==> config.mk <==
export PLATFORM = sky130hd
export DESIGN_NAME = mem_access
export DESIGN_NICKNAME = d
export VERILOG_FILES = /design/src/rtl/mem_access.sv
export SDC_FILE = /design/constraint.sdc
export NUM_CORES = 1
export LEC_CHECK = 0
export CAP_MARGIN = 10
export CORE_AREA = 4 4 145 147
export DETAILED_ROUTE_END_ITERATION = 7
export DIE_AREA = 0 0 149 151
export MAX_ROUTING_LAYER = met4
export PLACE_DENSITY = 0.69
export REMOVE_ABC_BUFFERS = 1
export SLEW_MARGIN = 20
export SYNTH_ARGS = -nofsm -noshare
export SYNTH_HDL_FRONTEND = slang
export SYNTH_SLANG_ARGS = --single-unit
export TNS_END_PERCENT = 20
==> constraint.sdc <==
create_clock -name clk -period 8.7 [get_ports clk]
set_input_delay 2.61 -clock clk [delete_from_list [all_inputs] [get_ports clk]]
set_output_delay 2.61 -clock clk [all_outputs]
set_load 0.01 [all_outputs]
==> src/rtl/mem_access.sv <==
// MIPS memory-access stage: drives the data-memory req/ack handshake, stalls while
// an access is outstanding, and registers the stage result as the MEM/WB register.
module mem_access (
    input  logic        clk,
    input  logic        rst,
    input  logic [4:0]  mem_wd,
    input  logic        mem_wreg,
    input  logic [31:0] mem_wdata,
    input  logic [31:0] mem_hi,
    input  logic [31:0] mem_lo,
    input  logic        mem_whilo,
    input  logic [3:0]  mem_op,
    input  logic [31:0] mem_addr,
    input  logic [31:0] mem_sdata,
    output logic        d_req,
    output logic        d_we,
    output logic [31:0] d_addr,
    output logic [3:0]  d_sel,
    output logic [31:0] d_wdata,
    input  logic        d_ack,
    input  logic [31:0] d_rdata,
    output logic        stallreq,
    output logic [4:0]  wb_wd,
    output logic        wb_wreg,
    output logic [31:0] wb_wdata,
    output logic [31:0] wb_hi,
    output logic [31:0] wb_lo,
    output logic        wb_whilo,
    output logic        wb_addr_err
);

    typedef enum logic {IDLE, WAIT} state_t;

    state_t      state, state_next;
    logic        is_load, is_store, sign_ext;
    logic        sz_byte, sz_half, sz_word;
    logic        misaligned, legal, addr_err, load_done;
    logic [7:0]  byte_val;
    logic [15:0] half_val;
    logic [31:0] load_data;

    always_comb begin
        is_load  = 1'b0;
        is_store = 1'b0;
        sign_ext = 1'b0;
        sz_byte  = 1'b0;
        sz_half  = 1'b0;
        sz_word  = 1'b0;
        case (mem_op)
            4'd1: begin is_load  = 1'b1; sz_byte = 1'b1; sign_ext = 1'b1; end
            4'd2: begin is_load  = 1'b1; sz_byte = 1'b1; end
            4'd3: begin is_load  = 1'b1; sz_half = 1'b1; sign_ext = 1'b1; end
            4'd4: begin is_load  = 1'b1; sz_half = 1'b1; end
            4'd5: begin is_load  = 1'b1; sz_word = 1'b1; end
            4'd6: begin is_store = 1'b1; sz_byte = 1'b1; end
            4'd7: begin is_store = 1'b1; sz_half = 1'b1; end
            4'd8: begin is_store = 1'b1; sz_word = 1'b1; end
            default: ;
        endcase
    end

    assign misaligned = (sz_half && mem_addr[0]) || (sz_word && (mem_addr[1:0] != 2'b00));
    assign addr_err   = (is_load || is_store) && misaligned;
    assign legal      = (is_load || is_store) && !misaligned;

    // Gated by rst so the request drops the instant reset asserts, before the FSM clears.
    assign d_req     = legal && !rst;
    assign d_we      = is_store;
    assign d_addr    = {mem_addr[31:2], 2'b00};
    assign stallreq  = d_req && !d_ack;
    assign load_done = d_req && d_ack && is_load;

    always_comb begin
        d_sel   = '0;
        d_wdata = mem_sdata;
        if (sz_byte) begin
            d_sel   = 4'b1000 >> mem_addr[1:0];
            d_wdata = {4{mem_sdata[7:0]}};
        end else if (sz_half) begin
            d_sel   = mem_addr[1] ? 4'b0011 : 4'b1100;
            d_wdata = {2{mem_sdata[15:0]}};
        end else if (sz_word) begin
            d_sel   = 4'b1111;
        end
    end

    always_comb begin
        case (mem_addr[1:0])
            2'd0:    byte_val = d_rdata[31:24];
            2'd1:    byte_val = d_rdata[23:16];
            2'd2:    byte_val = d_rdata[15:8];
            default: byte_val = d_rdata[7:0];
        endcase
        half_val  = mem_addr[1] ? d_rdata[15:0] : d_rdata[31:16];
        load_data = d_rdata;
        if (sz_byte) begin
            load_data = {{24{sign_ext & byte_val[7]}}, byte_val};
        end else if (sz_half) begin
            load_data = {{16{sign_ext & half_val[15]}}, half_val};
        end
    end

    always_comb begin
        state_next = state;
        case (state)
            IDLE: if (d_req && !d_ack) state_next = WAIT;
            WAIT: if (d_ack || !d_req) state_next = IDLE;
            default: state_next = IDLE;
        endcase
    end

    always_ff @(posedge clk or posedge rst) begin
        if (rst) begin
            state <= IDLE;
        end else begin
            state <= state_next;
        end
    end

    always_ff @(posedge clk or posedge rst) begin
        if (rst) begin
            wb_wd       <= '0;
            wb_wreg     <= 1'b0;
            wb_wdata    <= '0;
            wb_hi       <= '0;
            wb_lo       <= '0;
            wb_whilo    <= 1'b0;
            wb_addr_err <= 1'b0;
        end else if (stallreq) begin
            wb_wreg     <= 1'b0;
            wb_whilo    <= 1'b0;
            wb_addr_err <= 1'b0;
        end else begin
            wb_wd       <= mem_wd;
            wb_wreg     <= mem_wreg && !addr_err;
            wb_wdata    <= load_done ? load_data : mem_wdata;
            wb_hi       <= mem_hi;
            wb_lo       <= mem_lo;
            wb_whilo    <= mem_whilo && !addr_err;
            wb_addr_err <= addr_err;
        end
    end

endmodule

# After elaboration in Yosys (flattened, before gate mapping)
# Index checks and enable logic that the tools add are counted.
dict set report word_totals {
  reg_bits 104
  elab_cells 64
  inputBits 206
}
dict set report op_classes {
  n_mux 20
  n_reduce_logical 24
  bitwise_logic 2
  shift 1
  eq_ne 10
}
# op n
set ops {}
lappend ops {{$mux W32} 5}
lappend ops {{$pmux W8 S3} 1}
lappend ops {{$eq A4 B3 Y1 const B} 4}
lappend ops {{$mux W16} 1}
lappend ops {{$mux W4} 4}
lappend ops {{$logic_and A1 B1 Y1} 10}
lappend ops {{$mux W1} 9}
lappend ops {{$reduce_or A3 Y1} 3}
lappend ops {{$eq A4 B2 Y1 const B} 2}
lappend ops {{$reduce_or A5 Y1} 1}
lappend ops {{$eq A4 B1 Y1 const B} 1}
lappend ops {{$eq A4 B4 Y1 const B} 1}
lappend ops {{$logic_not A1 Y1} 4}
lappend ops {{$reduce_or A2 Y1} 2}
lappend ops {{$shr A4 B2 Y4 const A} 1}
lappend ops {{$and A1 B1 Y1} 2}
lappend ops {{$eq A2 B1 Y1 const B} 1}
lappend ops {{$eq A2 B2 Y1 const B} 1}
lappend ops {{$logic_not A2 Y1} 1}
lappend ops {{$logic_or A1 B1 Y1} 2}
lappend ops {{$reduce_bool A2 Y1} 1}

# Longest topological paths before layout
dict set report depth {
  ltp_word 11
  ltp_mapped 9
  depth_no_buf 5
}

# Worst setup path after synthesis
# No wires, ideal clock.
dict set report synth_timing {
  kind {input -> output}
  startpoint {in rst}
  endpoint {out stallreq}
  setup_slack_ns 0.288
  t_arrival_ns 5.802
  stages 6
  required_time_ns 6.090
  path_cell_list {inv_1 -> and4_1 -> buf_2 -> nand2_4 -> buf_6 -> inv_1}
}
dict set report synth_between {
  elab_chain_len 3
}
# item line_no
set synth_rtl {}
lappend synth_rtl {{start, declared} 5} ;# input logic rst,
lappend synth_rtl {{$logic_not A1 Y1 (no source line)} n/a}
lappend synth_rtl {{$logic_and A1 B1 Y1} 67} ;# assign d_req = legal && !rst;
lappend synth_rtl {{$logic_and A1 B1 Y1} n/a}
lappend synth_rtl {{end, declared} 22} ;# output logic stallreq,
# No other way between the ends.

# Worst setup path after layout
dict set report layout_timing {
  startpoint {in mem_op[0]}
  endpoint {out d_wdata[13]}
}
dict set report layout_between {
  elab_chain_len 4
}
# item line_no
set layout_rtl {}
lappend layout_rtl {{start, declared} 12} ;# input logic [3:0] mem_op,
lappend layout_rtl {{$eq A4 B3 Y1, or another cell as far along} 49} ;# case (mem_op)
lappend layout_rtl {{$reduce_or A3 Y1 (no source line) (*)} n/a}
lappend layout_rtl {{$mux W1 (*)} 49}
lappend layout_rtl {{$mux W32 (*)} 76} ;# if (sz_byte) begin
lappend layout_rtl {{end, declared} 19} ;# output logic [31:0] d_wdata,
# Mark *: on every way between the ends. The rest lies on a longest branch, timed or not.

==> results.sh <==
export IMPL_drt_met1_wl_um=8828
export IMPL_maxCapViolations=0
export IMPL_yosys_most_used_dff="dfrtp_1"
export IMPL_antenna_found_initial=1
export IMPL_synthTopCellsByArea="dfrtp_1 43%, mux2_2 13%, buf_4 5.5%"
export IMPL_combinationalPowerShare=0.283
export IMPL_routed_wl_um=23260
export IMPL_p_int_mw=1.013
export IMPL_cts_clk_slew_worst_paths_ps=70
export IMPL_yosysTopAreaCell="dfrtp_1"
export IMPL_status="complete, no violations"
export IMPL_num_vias=5515
export IMPL_fin_cells=1083
export IMPL_post_cts_resized=0
export IMPL_die_area_mm2=0.02250
export IMPL_ys_ff_latch=104
export IMPL_grt_remaining_overflow=0
export IMPL_slew_headroom=0.2664
export IMPL_cts_setup_buffers=0
export IMPL_synth_edf_count=0
export IMPL_core_mm2=0.01991
export IMPL_layout_commonest_cell="clkdlybuf4s50_1"
export IMPL_rsz0062_at_grt="false"
export IMPL_dieWidth_um=149
export IMPL_min_period_ps=7956
export IMPL_wire_per_inst_um=21.48
export IMPL_period_share=0.9145
export IMPL_route_top_layer_used="met4"
export IMPL_clk_latency_ps=330
export IMPL_cts_tree="built"
export IMPL_ant_nets=0
export IMPL_detail_route_iter0_violations=274
export IMPL_dpl_hpwl_um=18050
export IMPL_ios=381
export IMPL_dpl_cell_count=1066
export IMPL_area_delta_synth_final_pct=56.07
export IMPL_io_buffers=318
export IMPL_maxSlewViolCount=0
export IMPL_synth_cell_types=56
export IMPL_critPathMaxFanout=23
export IMPL_ys_seq_area_frac=0.4312
export IMPL_row_count=52
export IMPL_setup_worst_path_class="input port to output port"
export IMPL_async_reset_ff_frac=1.000
export IMPL_dr_wl_met2_um=11560
export IMPL_grt_pass1_wl_um=33730
export IMPL_critical_path_required_ps=6090
export IMPL_vdd_drop_max_mv=0.09804
export IMPL_cts_sinks=104
export IMPL_finalSetupViolations=0
export IMPL_drive_gt1_frac=0.1626
export IMPL_p_clk_frac=0.324
export IMPL_drtPass1Iterations=5
export IMPL_die_h_um=151
export IMPL_worstSetupStartpointType="input port"
export IMPL_route_met3_wl_um=2660
export IMPL_cp_arrival_ps=5350
export IMPL_switchingPower_uw=370.1
export IMPL_initial_utilization=0.3032
export IMPL_max_freq_mhz=125.7
export IMPL_powerDensity_mw_per_mm2=146.8
export IMPL_grt_pass1_vias=5706
export IMPL_clockRootBuffer="clkbuf_16"
export IMPL_fin_nets=1013
export IMPL_hold_violations=0
export IMPL_syn_area_mm2=0.006036
export IMPL_clockBufferDepth=2
export IMPL_fin_hold_ws_ps=483.9
export IMPL_skew_ps=0
export IMPL_post_drt_via_cell_ratio=5.092
export IMPL_synth_avg_cell_area_um2=11.03
export IMPL_h_tree_depth=3
export IMPL_power_frac_seq=0.393
export IMPL_cp_end_kind="output port"
export IMPL_fin_util=0.4732
export IMPL_holdBufCountCts=0
export IMPL_p_leak_nw=3.795
export IMPL_hold_class="register to register"
export IMPL_swShare=0.2676
export IMPL_tightestPinTransition_ps=1099
export IMPL_final_cell_mix="318 x clkdlybuf4s50_1, 104 x dfrtp_1, 71 x mux2_2"
export IMPL_syn_inst=547
export IMPL_cts_buffers=9
export IMPL_place_gp_congestion=0.8338
export IMPL_grt_usage=0.2027
export IMPL_synth_top_area_frac=0.4312
export IMPL_grt_max_degree=70
export IMPL_route_detailed_drc=0
export IMPL_ys_warnings_count=0
==> power by group through the flow <==
stage / Clock [mW] / Sequential (mW) / Combinational, mW
finish: 0.448 / 0.544 / 0.392
CTS: 0.461 / 0.544 / 0.396
global placement: 0 / 0.552 / 0.392
detailed placement: 0 / 0.553 / 0.395
floorplan: 0 / 0.571 / 0.124
global route: 0.483 / 0.549 / 0.418
==> routing by layer <==
metal  global-route usage  vias up
li1                     -     2489
met1               0.2280     2684
met2               0.3415      326
met3              0.08408       16
met4              0.04211        0
met5                    -        -
==> registers in the layout, summed over array words and instances (netlist names) <==
register and flops:
wb_hi 32, wb_lo 32, wb_wdata 32, wb_wd 5, wb_addr_err 1, wb_whilo 1, wb_wreg 1
==> through the flow <==
stage	setup TNS (ps)	setup slack, ps	instance area [um^2]	total power, mW
6_report	0	744.0	9420	1.383
5_1_grt	0	582.5	9420	1.449
4_1_cts	0	780.2	9418	1.402
3_5_place_dp	0	781.6	9091	0.9481
3_3_place_gp	0	829.5	9091	0.9437
2_1_floorplan	-97.58	-97.58	5440	0.6952
==> Yosys cell counts (all sizes together) (2+ instances only) <==
master   number
nand4         2
nor2          5
or3           2
and2          9
a31oi         7
and4          2
nand3        10
inv          42
o211ai       17
mux4          6
nand2        20
a221oi       17
clkbuf       17
a22oi         9
mux2i         3
and3          4
or2           2
or3b          3
a211oi       20
a21o          9
a211o         2
nand2b        3
a221o         8
nor2b         9
a2bb2oi       2
nor3         18
mux2         77
a21oi        11
o221ai        7
nor3b         2
buf          68
o21ai        15
dfrtp       104
o31ai         4
==> worst max-delay path, stage by stage <==
cell,delay (ps)
clkdlybuf4s50_1,720
nor4b_1,330
nor2_2,880
a21o_1,250
clkdlybuf4s50_1,540
==> kinds of logic (layout without fill, tap and decap cells) <==
logic type,count (synthesis),after routing,synth area share
and+or+nand+nor,96,96,0.09100
other,1,3,0.0006213
xor gates and xnor gates,1,1,0.001451
DFF,104,104,0.4312
AOI/OAI and AO/OA,131,131,0.1768
buffers and inverters,127,391,0.1262
muxes,86,86,0.1710
adders and majority gates,1,1,0.001658
==> path summary, 6_finish.rpt <==
check,startpoint,endpoint,slack (ps),depth (start not counted)
max,mem_op[0],d_wdata[13],740,5
max in group asynchronous,rst,wb_hi[16],4620,4
min in group asynchronous,rst,wb_wdata[9],2850,3
min reg2reg,wb_hi[23],wb_hi[23],480,1
max reg2reg,wb_wdata[12],wb_wdata[12],7720,3
min,wb_hi[23],wb_hi[23],480,1
==> area by class of cell <==
| class | instances | area (um^2) |
|---|---|---|
| antenna | 1 | 2.502 |
| clock buffer | 10 | 239.0 |
| clock inverter | 6 | 87.58 |
| fill | 1885 | 10490 |
| inverter | 42 | 165.2 |
| multi-input combinational | 317 | 2690 |
| sequential | 104 | 2603 |
| tap | 270 | 337.8 |
| timing repair buffer | 333 | 3296 |
Power figures use the tool's default switching activity.
